==> config.mk <==
export PLATFORM = sky130hd
export DESIGN_NAME = sensor_clk_gen
export DESIGN_NICKNAME = d
export VERILOG_FILES = /design/src/rtl/sensor_clk_gen.sv
export SDC_FILE = /design/constraint.sdc
export NUM_CORES = 1
export LEC_CHECK = 0
export CAP_MARGIN = 20
export CORE_MARGIN = 2
export CORE_UTILIZATION = 40
export CTS_CLUSTER_DIAMETER = 120
export DETAILED_ROUTE_END_ITERATION = 10
export SLEW_MARGIN = 40
export SYNTH_ARGS = -nofsm -noshare
export SYNTH_HDL_FRONTEND = slang
export SYNTH_SLANG_ARGS = --single-unit
==> constraint.sdc <==
create_clock -name clk -period 10.37 [get_ports clk]
set_input_delay 1.037 -clock clk [delete_from_list [all_inputs] [get_ports clk]]
set_output_delay 1.037 -clock clk [all_outputs]
set_load 0.005 [all_outputs]
==> src/rtl/sensor_clk_gen.sv <==
// sensor_clk_gen: programmable glitch-free clock divider with edge strobes, graceful stop and period counter
module sensor_clk_gen #(
   parameter int CNT_W    = 16,
   parameter int DEF_DIV  = 20,
   parameter int DEF_HIGH = 10,
   parameter int PCNT_W   = 32
) (
   input  logic              clk,
   input  logic              rst,
   input  logic              en,
   input  logic              cfg_valid,
   output logic              cfg_ready,
   input  logic [CNT_W-1:0]  cfg_div,
   input  logic [CNT_W-1:0]  cfg_high,
   output logic              cfg_err,
   output logic              clk_out,
   output logic              rise_tick,
   output logic              fall_tick,
   output logic              running,
   output logic [PCNT_W-1:0] period_cnt
);
   typedef enum logic [1:0] {IDLE, RUN, STOP} state_t;
   state_t state, state_nxt;
   logic [CNT_W-1:0] cnt, cnt_inc, div, high, pd_div, pd_high;
   logic pend, cfg_ok, acc, bnd;
   assign cfg_ready = !pend;
   assign running = state != IDLE;
   always_comb begin
      cfg_ok = cfg_div >= CNT_W'(2) && cfg_high != '0 && cfg_high < cfg_div;
      acc = cfg_valid && cfg_ready && cfg_ok;
      cnt_inc = cnt + CNT_W'(1);
      bnd = state != IDLE && cnt == div - CNT_W'(1);
      state_nxt = en ? RUN : (state == IDLE || bnd) ? IDLE : STOP;
   end
   always_ff @(posedge clk) begin
      if (rst) begin
         state      <= IDLE;
         cnt        <= '0;
         div        <= CNT_W'(DEF_DIV);
         high       <= CNT_W'(DEF_HIGH);
         pend       <= 1'b0;
         pd_div     <= '0;
         pd_high    <= '0;
         clk_out    <= 1'b0;
         rise_tick  <= 1'b0;
         fall_tick  <= 1'b0;
         cfg_err    <= 1'b0;
         period_cnt <= '0;
      end else begin
         state     <= state_nxt;
         cfg_err   <= cfg_valid && cfg_ready && !cfg_ok;
         rise_tick <= 1'b0;
         fall_tick <= 1'b0;
         // A new period starts only from IDLE or at a boundary; high < div keeps clk_out low there
         if (state == IDLE || bnd) begin
            if (pend) begin
               div  <= pd_div;
               high <= pd_high;
               pend <= 1'b0;
            end
            if (bnd) period_cnt <= period_cnt + PCNT_W'(1);
            cnt       <= '0;
            clk_out   <= en;
            rise_tick <= en;
         end else begin
            cnt       <= cnt_inc;
            clk_out   <= cnt_inc < high;
            fall_tick <= cnt_inc == high;
         end
         if (acc && state == IDLE) begin
            div  <= cfg_div;
            high <= cfg_high;
         end else if (acc) begin
            pend    <= 1'b1;
            pd_div  <= cfg_div;
            pd_high <= cfg_high;
         end
      end
   end
endmodule

==> results.json, run 1 <==
{
  "synth_top_family_by_area": "simple AND/OR/NAND/NOR gates",
  "drive_above_1_share_pct": 6.87,
  "floorplan.die_area_mm2": 0.0172,
  "clock_pin_slew_reported_for_the_worst_setup_and_hold_paths_after_clock_tree_synthesis_ns": 0.06,
  "gp_routability_congestion": 0.859,
  "post-cts-setup-buffers": 0,
  "synth_seq_area_share_pct": 36.8,
  "synth_ff_type": "dfxtp_1",
  "ctsLongestPathBuffers": 2,
  "clock_tree_from_tritoncts": "done",
  "design.core.area_mm2": 0.0158,
  "post_synth_num_cell_types": 56,
  "synthesis.instances": 783,
  "via_per_inst": 5.36,
  "timing_worst_slew_pin_value_ns": 0.721,
  "final.setup_skew_ns": 0.00976,
  "grt_first_pass_wirelength_um": 27400,
  "drt-total-wl_um": 16700,
  "crit_type": "flip-flop to flip-flop",
  "p_per_area_mw_per_mm2": 162,
  "synth_simple_gate_area_share_pct": 24.2,
  "slowest_delay_ns": 0.84,
  "timing_max_transition_violations_final": 0,
  "number_of_inserted_diodes": 0,
  "async_set_or_reset_flop_fraction_in_the_synthesized_netlist_pct": 0,
  "start_util_pct": 40.9,
  "timing.final.crit_period_ns": 4.40,
  "max_freq_mhz": 227,
  "grt_start_max_net_pins": 88,
  "tritoncts.num_buffers": 17,
  "cp_data_arrival_time_ns": 4.66,
  "antenna_found_initial": 0,
  "synthesized_area_divided_by_synthesized_cell_count_um2": 8.27,
  "synth_enable_flop_cells": 0,
  "synth_top_area_share_pct": 36.8,
  "rsz_0062_raised_after_global_routing": "false",
  "placementRows": 46,
  "final_core_util_pct": 50.4,
  "synthesis.yosys.warnings": 0,
  "area_delta_synth_final_pct": 23.2,
  "die_y_um": 131,
  "number_of_synthesized_register_bits": 119,
  "timing.hold.worst.class": "flip-flop to flip-flop",
  "cap_violations": 0,
  "finalSetupViolations": 0,
  "dieWidth_um": 131,
  "start_kind": "flip-flop",
  "grt_usage_pct": 19.6,
  "drcViolationCount": 0,
  "drt_iter0_markers": 340,
  "cts_hold_buf": 0,
  "timing.critical_path.cells": "inv_1, ha_1, nor4b_1, nand4_1, xor2_1, or3b_2, a211o_1, or4_1, o311ai_0, o41ai_1",
  "yosys-top-cells-area": "dfxtp_1 37%, nor2_1 7.4%, ha_1 6.6%",
  "adder_and_majority_cell_fraction_of_the_synthesized_area_pct": 6.57,
  "numPortBuffers": 73,
  "worst_ir_drop_vdd_mv": 0.111,
  "timing.max_slew.rel_slack_pct": 51.9,
  "grt_pass1_vias": 5304,
  "outcome": "finished clean",
  "worstPathMaxFanout": 19,
  "synth_mux_area_share_pct": 6.97,
  "vias": 5681,
  "critical-path-top-delay-family": "simple AND/OR/NAND/NOR gates",
  "insertion_delay_ns": 0.41,
  "pin_count": 74,
  "post_cts_resize_count": 0,
  "h-tree-depth": 4,
  "synth_area_leader_cell": "dfxtp_1",
  "gr-total-overflow": 0,
  "synth_xor_area_share_pct": 4.60,
  "synth_compound_area_share_pct": 15.0,
  "syn_nets": 853,
  "detail_route.wl_per_cell_um": 15.8,
  "number_of_hold_slack_violations_in_the_final_timing_report": 0,
  "clk_root_buffer_cell": "clkbuf_16",
  "timing.final.crit_share_pct": 42.4,
  "cts.sink_count": 119,
  "critical_path_buf_inv_count": 1,
  "hpwl_um": 12200,
  "worst_ep_required_time_ns": 10.63,
  "mappedNetlistArea_mm2": 0.00648,
  "drt_first_pass_iters": 5,
  "design.final.nets": 901,
  "cpMaxStageDelayCell": "or4_1",
  "total_neg_setup_slack_ns": 0,
  "critical_path.endpoint_type": "flip-flop",
  "power.leakage_uw": 0.00335,
  "ant_nets": 0
}
-- cell families after synthesis --
kind of cell	Yosys count
AO/OA/AOI/OAI	142
XOR/XNOR	34
adder cells (fa/ha/maj)	34
buffers and inverters	96
flip-flops	119
multiplexers	44
AND/OR/NAND/NOR	314
-- synthesized netlist by cell type (all sizes together), types with 5 or more instances --
cell	instances
a211oi	32
a21o	7
a21oi	41
a31oi	6
and3	14
buf	12
clkbuf	34
dfxtp	119
ha	34
inv	50
mux2	9
mux2i	35
nand2	39
nand3	19
nand4	13
nor2	128
nor2b	26
nor3	18
nor4	11
o211ai	17
o21a	5
o21ai	8
o311ai	6
o41ai	5
or2	6
or3	6
or4	19
xnor2	22
xor2	12
-- tightest hold or removal path, stage by stage (launching register included) --
cell     delay, ns
dfxtp_1       0.32
a21oi_1       0.06
nor2_1        0.07
-- layout make-up --
cell class,count,area [µm²]
Fill cell,1486,7850
Sequential cell,119,2380
Inverter,50,188
Tap cell,216,270
Clock buffer,26,529
Multi-Input combinational cell,568,3750
Timing Repair Buffer,75,747
Clock inverter,6,110
-- flip-flops by register name (all words and copies together) (netlist names), 2 cells and up --
| signal | flops |
|---|---|
| state | 2 |
| high | 16 |
| cnt | 16 |
| pd_div | 16 |
| div | 16 |
| period_cnt | 32 |
| pd_high | 16 |
-- power by group --
group | internal [µW] | switching [µW]
Combinational | 71.0 | 94.6
Sequential | 477 | 20.4
Clock | 423 | 207
-- placed cells by master (no fill, tap or decap), drive strengths merged, types with 2 or more instances in the layout --
master,Yosys,routed
mux2,9,9
dfxtp,119,119
nor2b,26,26
a31oi,6,6
nand2b,3,3
clkbuf,34,26
mux2i,35,35
clkinvlp,0,2
a211o,4,4
and4,3,3
or3,6,6
o41ai,5,5
nor2,128,128
xor2,12,12
nand4,13,13
nor4,11,11
nor3,18,18
buf,12,3
o311ai,6,6
clkdlybuf4s50,0,72
a21o,7,7
o211ai,17,17
ha,34,34
or4,19,19
or2,6,6
and3,14,14
a2111oi,2,2
inv,50,50
a211oi,32,32
nor4b,2,2
nand2,39,39
xnor2,22,22
o21ai,8,8
and2,2,2
a21oi,41,41
nand3,19,19
bufinv,0,3
o21a,5,5
-- path summary, 6_finish.rpt --
| check | startpoint | end | slack, ns | cells after the start |
|---|---|---|---|---|
| worst max-delay path | div[1]$_SDFFE_PP0P_ | period_cnt[18]$_SDFFE_PP0P_ | 5.97 | 10 |
| worst min-delay path | pd_div[5]$_SDFFE_PP0P_ | pd_div[5]$_SDFFE_PP0P_ | 0.49 | 2 |
| worst max register to register | div[1]$_SDFFE_PP0P_ | period_cnt[18]$_SDFFE_PP0P_ | 5.97 | 10 |
| worst min register to register | pd_div[5]$_SDFFE_PP0P_ | pd_div[5]$_SDFFE_PP0P_ | 0.49 | 2 |
-- metrics by stage --
| step | cell area [µm²] | power [µW] | setup slack [ns] | hold WS (ns) | cells |
|---|---|---|---|---|---|
| after detailed placement | 7340 | 671 | 6.07 | 0.473 | 1028 |
| final | 7980 | 1290 | 5.97 | 0.485 | 1060 |
| after global placement | 7320 | 666 | 5.47 | 0.466 | 1028 |
| after floorplan | 6480 | 616 | 6.78 | 0.455 | 783 |
| after CTS | 7980 | 1300 | 5.97 | 0.485 | 1060 |
| after global routing | 7980 | 1340 | 5.74 | 0.517 | 1060 |
-- routing by layer --
layer	vias up	global-route usage [%]	wire (µm)
li1	2879	-	-
met1	2665	25.8	8110
met2	117	32.2	7820
met3	20	4.09	524
met4	0	6.34	260
met5	-	0	0
No activity file was read; power rests on OpenSTA's default activity.
==> inputs of run 2 (changes only) <==
==> constraint.sdc (replaced) <==
create_clock -name clk -period 4.2 [get_ports clk]
set_input_delay 0.42 -clock clk [delete_from_list [all_inputs] [get_ports clk]]
set_output_delay 0.42 -clock clk [all_outputs]
set_load 0.005 [all_outputs]
==> run 2 against run 1 <==
  * Global-route usage up 0.61 points
  * Wire length grew 1.0%
  * Non-clock buffer count is 11 higher
  * Maximum frequency up 11%
  * Largest cell class unchanged
  * Largest power group unchanged
==> results.json, run 2 (synthesized netlist as in run 1, its figures left out) <==
{
  "placementRows": 46,
  "cap_violations": 0,
  "numPortBuffers": 73,
  "detail_route.wl_per_cell_um": 15.8,
  "timing.final.crit_period_ns": 3.97,
  "fill_cells": 1495,
  "crit_type": "flip-flop to flip-flop",
  "crit_start": "div[0]$_SDFFE_PP0P_",
  "rsz_0062_raised_after_global_routing": "false",
  "p_total_uw": 3150,
  "worst-r2r-cell-count": 11,
  "hpwl_um": 12300,
  "cts_hold_buf": 0,
  "dieWidth_um": 131,
  "drcViolationCount": 0,
  "final_core_util_pct": 50.8,
  "cp_data_arrival_time_ns": 4.28,
  "grt_first_pass_wirelength_um": 28200,
  "via_per_inst": 5.31,
  "design.final.nets": 912,
  "crit-reg2reg-capture": "period_cnt[8]$_SDFFE_PP0P_",
  "worst_ep_required_time_ns": 4.51,
  "start_util_pct": 40.9,
  "timing.hold.worst.class": "input port to flip-flop",
  "grt_start_max_net_pins": 87,
  "post-cts-setup-buffers": 0,
  "number_of_hold_slack_violations_in_the_final_timing_report": 0,
  "drive_above_1_share_pct": 7.95,
  "clock_tree_from_tritoncts": "done",
  "leading_cell_type_in_the_layout_fill_and_taps_excluded": "nor2_1",
  "drt_first_pass_iters": 4,
  "timing.max_slew.rel_slack_pct": 53.8,
  "power.leakage_uw": 0.00339,
  "outcome": "finished clean",
  "vias": 5684,
  "total_neg_setup_slack_ns": 0,
  "final.setup_skew_ns": 0.0136,
  "h-tree-depth": 4,
  "holdPathStages": 2,
  "gp_routability_congestion": 0.875,
  "insertion_delay_ns": 0.42,
  "antenna_found_initial": 0,
  "mostFrequentLayoutCells": "128 x nor2_1, 119 x dfxtp_1, 72 x clkdlybuf4s50_1",
  "rrSetupSlack_ns": 0.23,
  "drt-total-wl_um": 16900,
  "pre_cts_slack_ns": 0.270,
  "grt_usage_pct": 20.2,
  "clock_pin_slew_reported_for_the_worst_setup_and_hold_paths_after_clock_tree_synthesis_ns": 0.06,
  "tritoncts.num_buffers": 17,
  "cts.sink_count": 119,
  "worstPathMaxFanout": 19,
  "number_of_inserted_diodes": 0,
  "max_reg_flops": 32,
  "design.core.area_mm2": 0.0158,
  "clk_root_buffer_cell": "clkbuf_16",
  "finalSetupViolations": 0,
  "floorplan.die_area_mm2": 0.0172,
  "timing.critical_path.cells": "inv_1, ha_1, nor4b_1, nand4_1, xor2_1, or3b_2, a211o_1, or4_1, buf_4, nor3_1, mux2_2",
  "grt_pass1_vias": 5469,
  "max_freq_mhz": 252,
  "timing_max_transition_violations_final": 0,
  "timing.final.crit_share_pct": 94.6,
  "pin_count": 74,
  "drt_iter0_markers": 340,
  "cpMaxStageDelayCell": "nor4b_1",
  "ctsLongestPathBuffers": 2,
  "critical_path.endpoint": "period_cnt[8]$_SDFFE_PP0P_",
  "p_per_area_mw_per_mm2": 392,
  "setup_slack_ns": 0.225,
  "slowest_delay_ns": 0.62,
  "ant_nets": 0,
  "post_cts_resize_count": 0,
  "timing_worst_slew_pin_value_ns": 0.683,
  "die_y_um": 131,
  "area_delta_synth_final_pct": 24.1,
  "registers.top_by_ff_count": "period_cnt",
  "start_kind": "flip-flop",
  "r2r_start": "div[0]$_SDFFE_PP0P_",
  "gr-total-overflow": 0,
  "worst_ir_drop_vdd_mv": 0.268,
  "critical_path.endpoint_type": "flip-flop"
}
[run 2: changes by cell type in the layout (fill, tap and decap cells not counted), sizes merged]
cell / change
clkinv: +6
buf: +11
clkbuf: -6
[run 2: through the flow]
stage                     hold slack [ns]  instance area, µm²  std cells
after global placement              0.466                7430       1039
after global routing                0.360                8040       1071
final                               0.353                8040       1071
after floorplan                     0.455                6480        783
after detailed placement            0.472                7430       1039
after CTS                           0.341                8030       1071
[run 2: metal layers]
layer  share of wire [%]  track usage [%]  routed length, µm
met5                   0                0                  0
met4                 1.2             5.86                210
met3                 4.0             3.82                681
met2                  46             32.5               7770
met1                  49             27.7               8230
[run 2: power by group]
| group | switching [µW] | internal, µW |
|---|---|---|
| Combinational | 242 | 192 |
| Sequential | 45.6 | 1180 |
| Clock | 533 | 961 |
[run 2: critical path: cells and delay by family (launching register included)]
| kind | cells | cell delay (ns) |
|---|---|---|
| DFF | 1 | 0.37 |
| xor gates and xnor gates | 1 | 0.19 |
| adders and majority gates | 1 | 0.36 |
| muxes | 1 | 0.35 |
| buffers and inverters | 2 | 0.30 |
| AOI/OAI and AO/OA | 1 | 0.35 |
| and+or+nand+nor | 5 | 1.94 |
[run 2: how the worst min path moves through the flow]
| stage | endpoint | from | slack, ns |
|---|---|---|---|
| 3_5_place_dp | pd_div[3]$_SDFFE_PP0P_ | pd_div[3]$_SDFFE_PP0P_ | 0.47 |
| 6_report | period_cnt[0]$_SDFFE_PP0P_ | rst | 0.35 |
| 4_1_cts | period_cnt[0]$_SDFFE_PP0P_ | rst | 0.34 |
| 3_3_place_gp | pd_div[1]$_SDFFE_PP0P_ | pd_div[1]$_SDFFE_PP0P_ | 0.47 |
| 5_1_grt | period_cnt[0]$_SDFFE_PP0P_ | rst | 0.36 |
| 2_1_floorplan | pd_div[10]$_SDFFE_PP0P_ | pd_div[10]$_SDFFE_PP0P_ | 0.45 |
[run 2: area by class of cell]
type | count | area [µm²] | share of cell area [%]
well taps | 216 | 270 | 3.36
clock inverters | 12 | 151 | 1.88
multi-input cells | 568 | 3730 | 46.5
repair buffers | 86 | 855 | 10.6
inverters | 50 | 188 | 2.33
clock buffers | 20 | 457 | 5.68
flip-flops and latches | 119 | 2380 | 29.6
==> variant, RTL diff (flow settings as in run 1) <==
Register the output `period_cnt` once more, with the module's reset; this adds one clock of latency there. The other outputs are not delayed to match.
--- a/src/rtl/sensor_clk_gen.sv
+++ b/src/rtl/sensor_clk_gen.sv
@@ -20,6 +20,8 @@
    output logic [PCNT_W-1:0] period_cnt
 );
    typedef enum logic [1:0] {IDLE, RUN, STOP} state_t;
+
+   logic [PCNT_W-1:0] period_cnt_s0;
    state_t state, state_nxt;
    logic [CNT_W-1:0] cnt, cnt_inc, div, high, pd_div, pd_high;
    logic pend, cfg_ok, acc, bnd;
@@ -45,7 +47,7 @@
          rise_tick  <= 1'b0;
          fall_tick  <= 1'b0;
          cfg_err    <= 1'b0;
-         period_cnt <= '0;
+         period_cnt_s0 <= '0;
       end else begin
          state     <= state_nxt;
          cfg_err   <= cfg_valid && cfg_ready && !cfg_ok;
@@ -58,7 +60,7 @@
                high <= pd_high;
                pend <= 1'b0;
             end
-            if (bnd) period_cnt <= period_cnt + PCNT_W'(1);
+            if (bnd) period_cnt_s0 <= period_cnt_s0 + PCNT_W'(1);
             cnt       <= '0;
             clk_out   <= en;
             rise_tick <= en;
@@ -77,5 +79,13 @@
          end
       end
    end
+   always_ff @(posedge clk) begin
+      if (rst) begin
+         period_cnt <= '0;
+      end else begin
+         period_cnt <= period_cnt_s0;
+      end
+   end
+
 endmodule
 
Behaviour: not the same (a bounded check fails within 4 cycles, from zero or initial values and one cycle with rst high).
==> variant against run 1 <==
- maximum frequency grew 1.3%
- sequential share of layout area rose by 3.3 points
- hold slack got worse by 35 ps
- area after synthesis grew 18%
- synthesized cell count up 14%
- final cell count increased by 12%
- power increased by 7.3%
- wire length up 9.6%
- via count increased by 11%
- count of clock-buffer cells in the layout fell by 6
- sequential cell count is 32 higher
- worst setup slack better by 57 ps
- cell area increased by 14%
- critical endpoint is now high[6]
- largest cell class unchanged
- highest routed layer unchanged
==> variant: results <==
metrics = {
    "status": {
        "outcome": "finished clean",
    },
    "synthesis": {
        "synth_fa_ha_area_share_pct": 5.58,
        "netlist_instances": 890,
        "synthMuxAreaShare_pct": 8.02,
        "synth_common_cells": "dfxtp_1 (151), nand2_1 (96), a21oi_1 (70)",
        "synth_compound_area_share_pct": 12.0,
        "synth_xor_area_share_pct": 4.20,
        "ys_seq_area_share_pct": 39.6,
        "synth_area_leaders": "dfxtp_1 (40%), ha_1 (5.6%), mux2_2 (5.3%), nand2_1 (4.7%), a21oi_1 (4.6%)",
        "synth.distinct_cells": 63,
    },
    "setup_path": {
        "r2r_start": "cnt[2]",
        "critPathLaunch": "cfg_div[13]",
        "rr_worst_depth": 13,
        "worst-endpoint-arrival_ps": 4650,
        "r2r-end": "clk_out",
        "r2r_slack_ps": 7030,
        "worstPathMaxFanout": 18,
        "cp-start-kind": "input pin",
    },
    "hold_path": {
        "min-delay-start": "pd_div[8]",
        "hold-path-endpoint": "pd_div[8]",
    },
    "layout": {
        "drive_gt1_share_pct": 10.1,
        "fin_nets": 1009,
        "diodes": 0,
    },
    "power_and_ir_drop": {
        "peakVddDrop_uv": 117,
        "p_leak_uw": 0.00358,
    },
    "place": {
        "dp_hpwl_um": 12800,
        "dp.cells": 1154,
        "placed_cell_area_um2": 8510,
        "gp_congestion": 0.876,
    },
    "routing": {
        "drt-total-wl_um": 18300,
        "vias": 6305,
        "drtIter0Drc": 310,
        "drt-vias-per-instance": 5.32,
    },
    "sta": {
        "timing.hold.ws_ps": 451,
        "finClkSkew_ps": 10.1,
    },
    "grt": {
        "met1_usage_pct": 24.5,
        "antenna_found_initial": 0,
        "grtUsageMet3_pct": 4.48,
        "grt_max_degree": 108,
        "grt_pass1_vias": 6014,
        "use_met2_pct": 32.0,
        "grt_overflow": 0,
    },
    "clocking": {
        "clock_latency_ps": 430,
        "cts-root-buf": "clkbuf_16",
    },
}
-- variant: power breakdown --
part | switching [uW] | total, uW | internal [uW]
Combinational | 84.1 | 141 | 57.3
Clock | 255 | 644 | 390
Sequential | 9.82 | 601 | 592
Total | 349 | 1390 | 1040
-- variant: kinds of logic (layout without fill, tap and decap cells) --
group / Yosys count / count (layout)
AND/OR/NAND/NOR: 365 / 365
flip-flops: 151 / 151
adder cells (fa/ha/maj): 34 / 34
AO/OA/AOI/OAI: 155 / 155
buffers and inverters: 95 / 157
multiplexers: 55 / 55
XOR/XNOR: 35 / 35
-- variant: how the worst max path moves through the flow --
stage	endpoint	slack, ps	cells past startpoint
final	high[6]	6030	12
after global routing	pd_div[8]	5730	12
after CTS	high[6]	6030	12
after detailed placement	high[6]	5590	12
after global placement	high[10]	5300	11
after floorplan	div[0]	7190	10
-- variant: final cells by class --
cell class	count	area, um2
clock inverter	12	168
fill	1813	9580
clock buffer	20	447
sequential	151	3020
inverter	44	165
multi-input combinational	644	4220
tap	234	293
timing repair buffer	81	803
-- variant: worst max-delay path: stages --
cell and delay [ps]:
clkdlybuf4s50_1 540, inv_1 70, ha_1 320, nand4_1 100, nor3_1 360, nand4_1 220
o2111ai_2 670, buf_4 320, a21oi_1 120, a21oi_4 300, buf_8 220, mux2_2 350
-- variant: through the flow --
step | total power [uW] | utilization (%)
finish | 1390 | 48.8
global route | 1450 | 48.8
CTS | 1400 | 48.8
detailed placement | 756 | 45.5
global placement | 752 | 45.3
floorplan | 705 | -
-- variant: metal layers --
metal	share of wire [%]	wire (um)	vias up
met5	0	0	-
met4	1.2	228	0
met3	4.2	776	18
met2	48	8790	134
met1	46	8510	2952
li1	-	-	3201
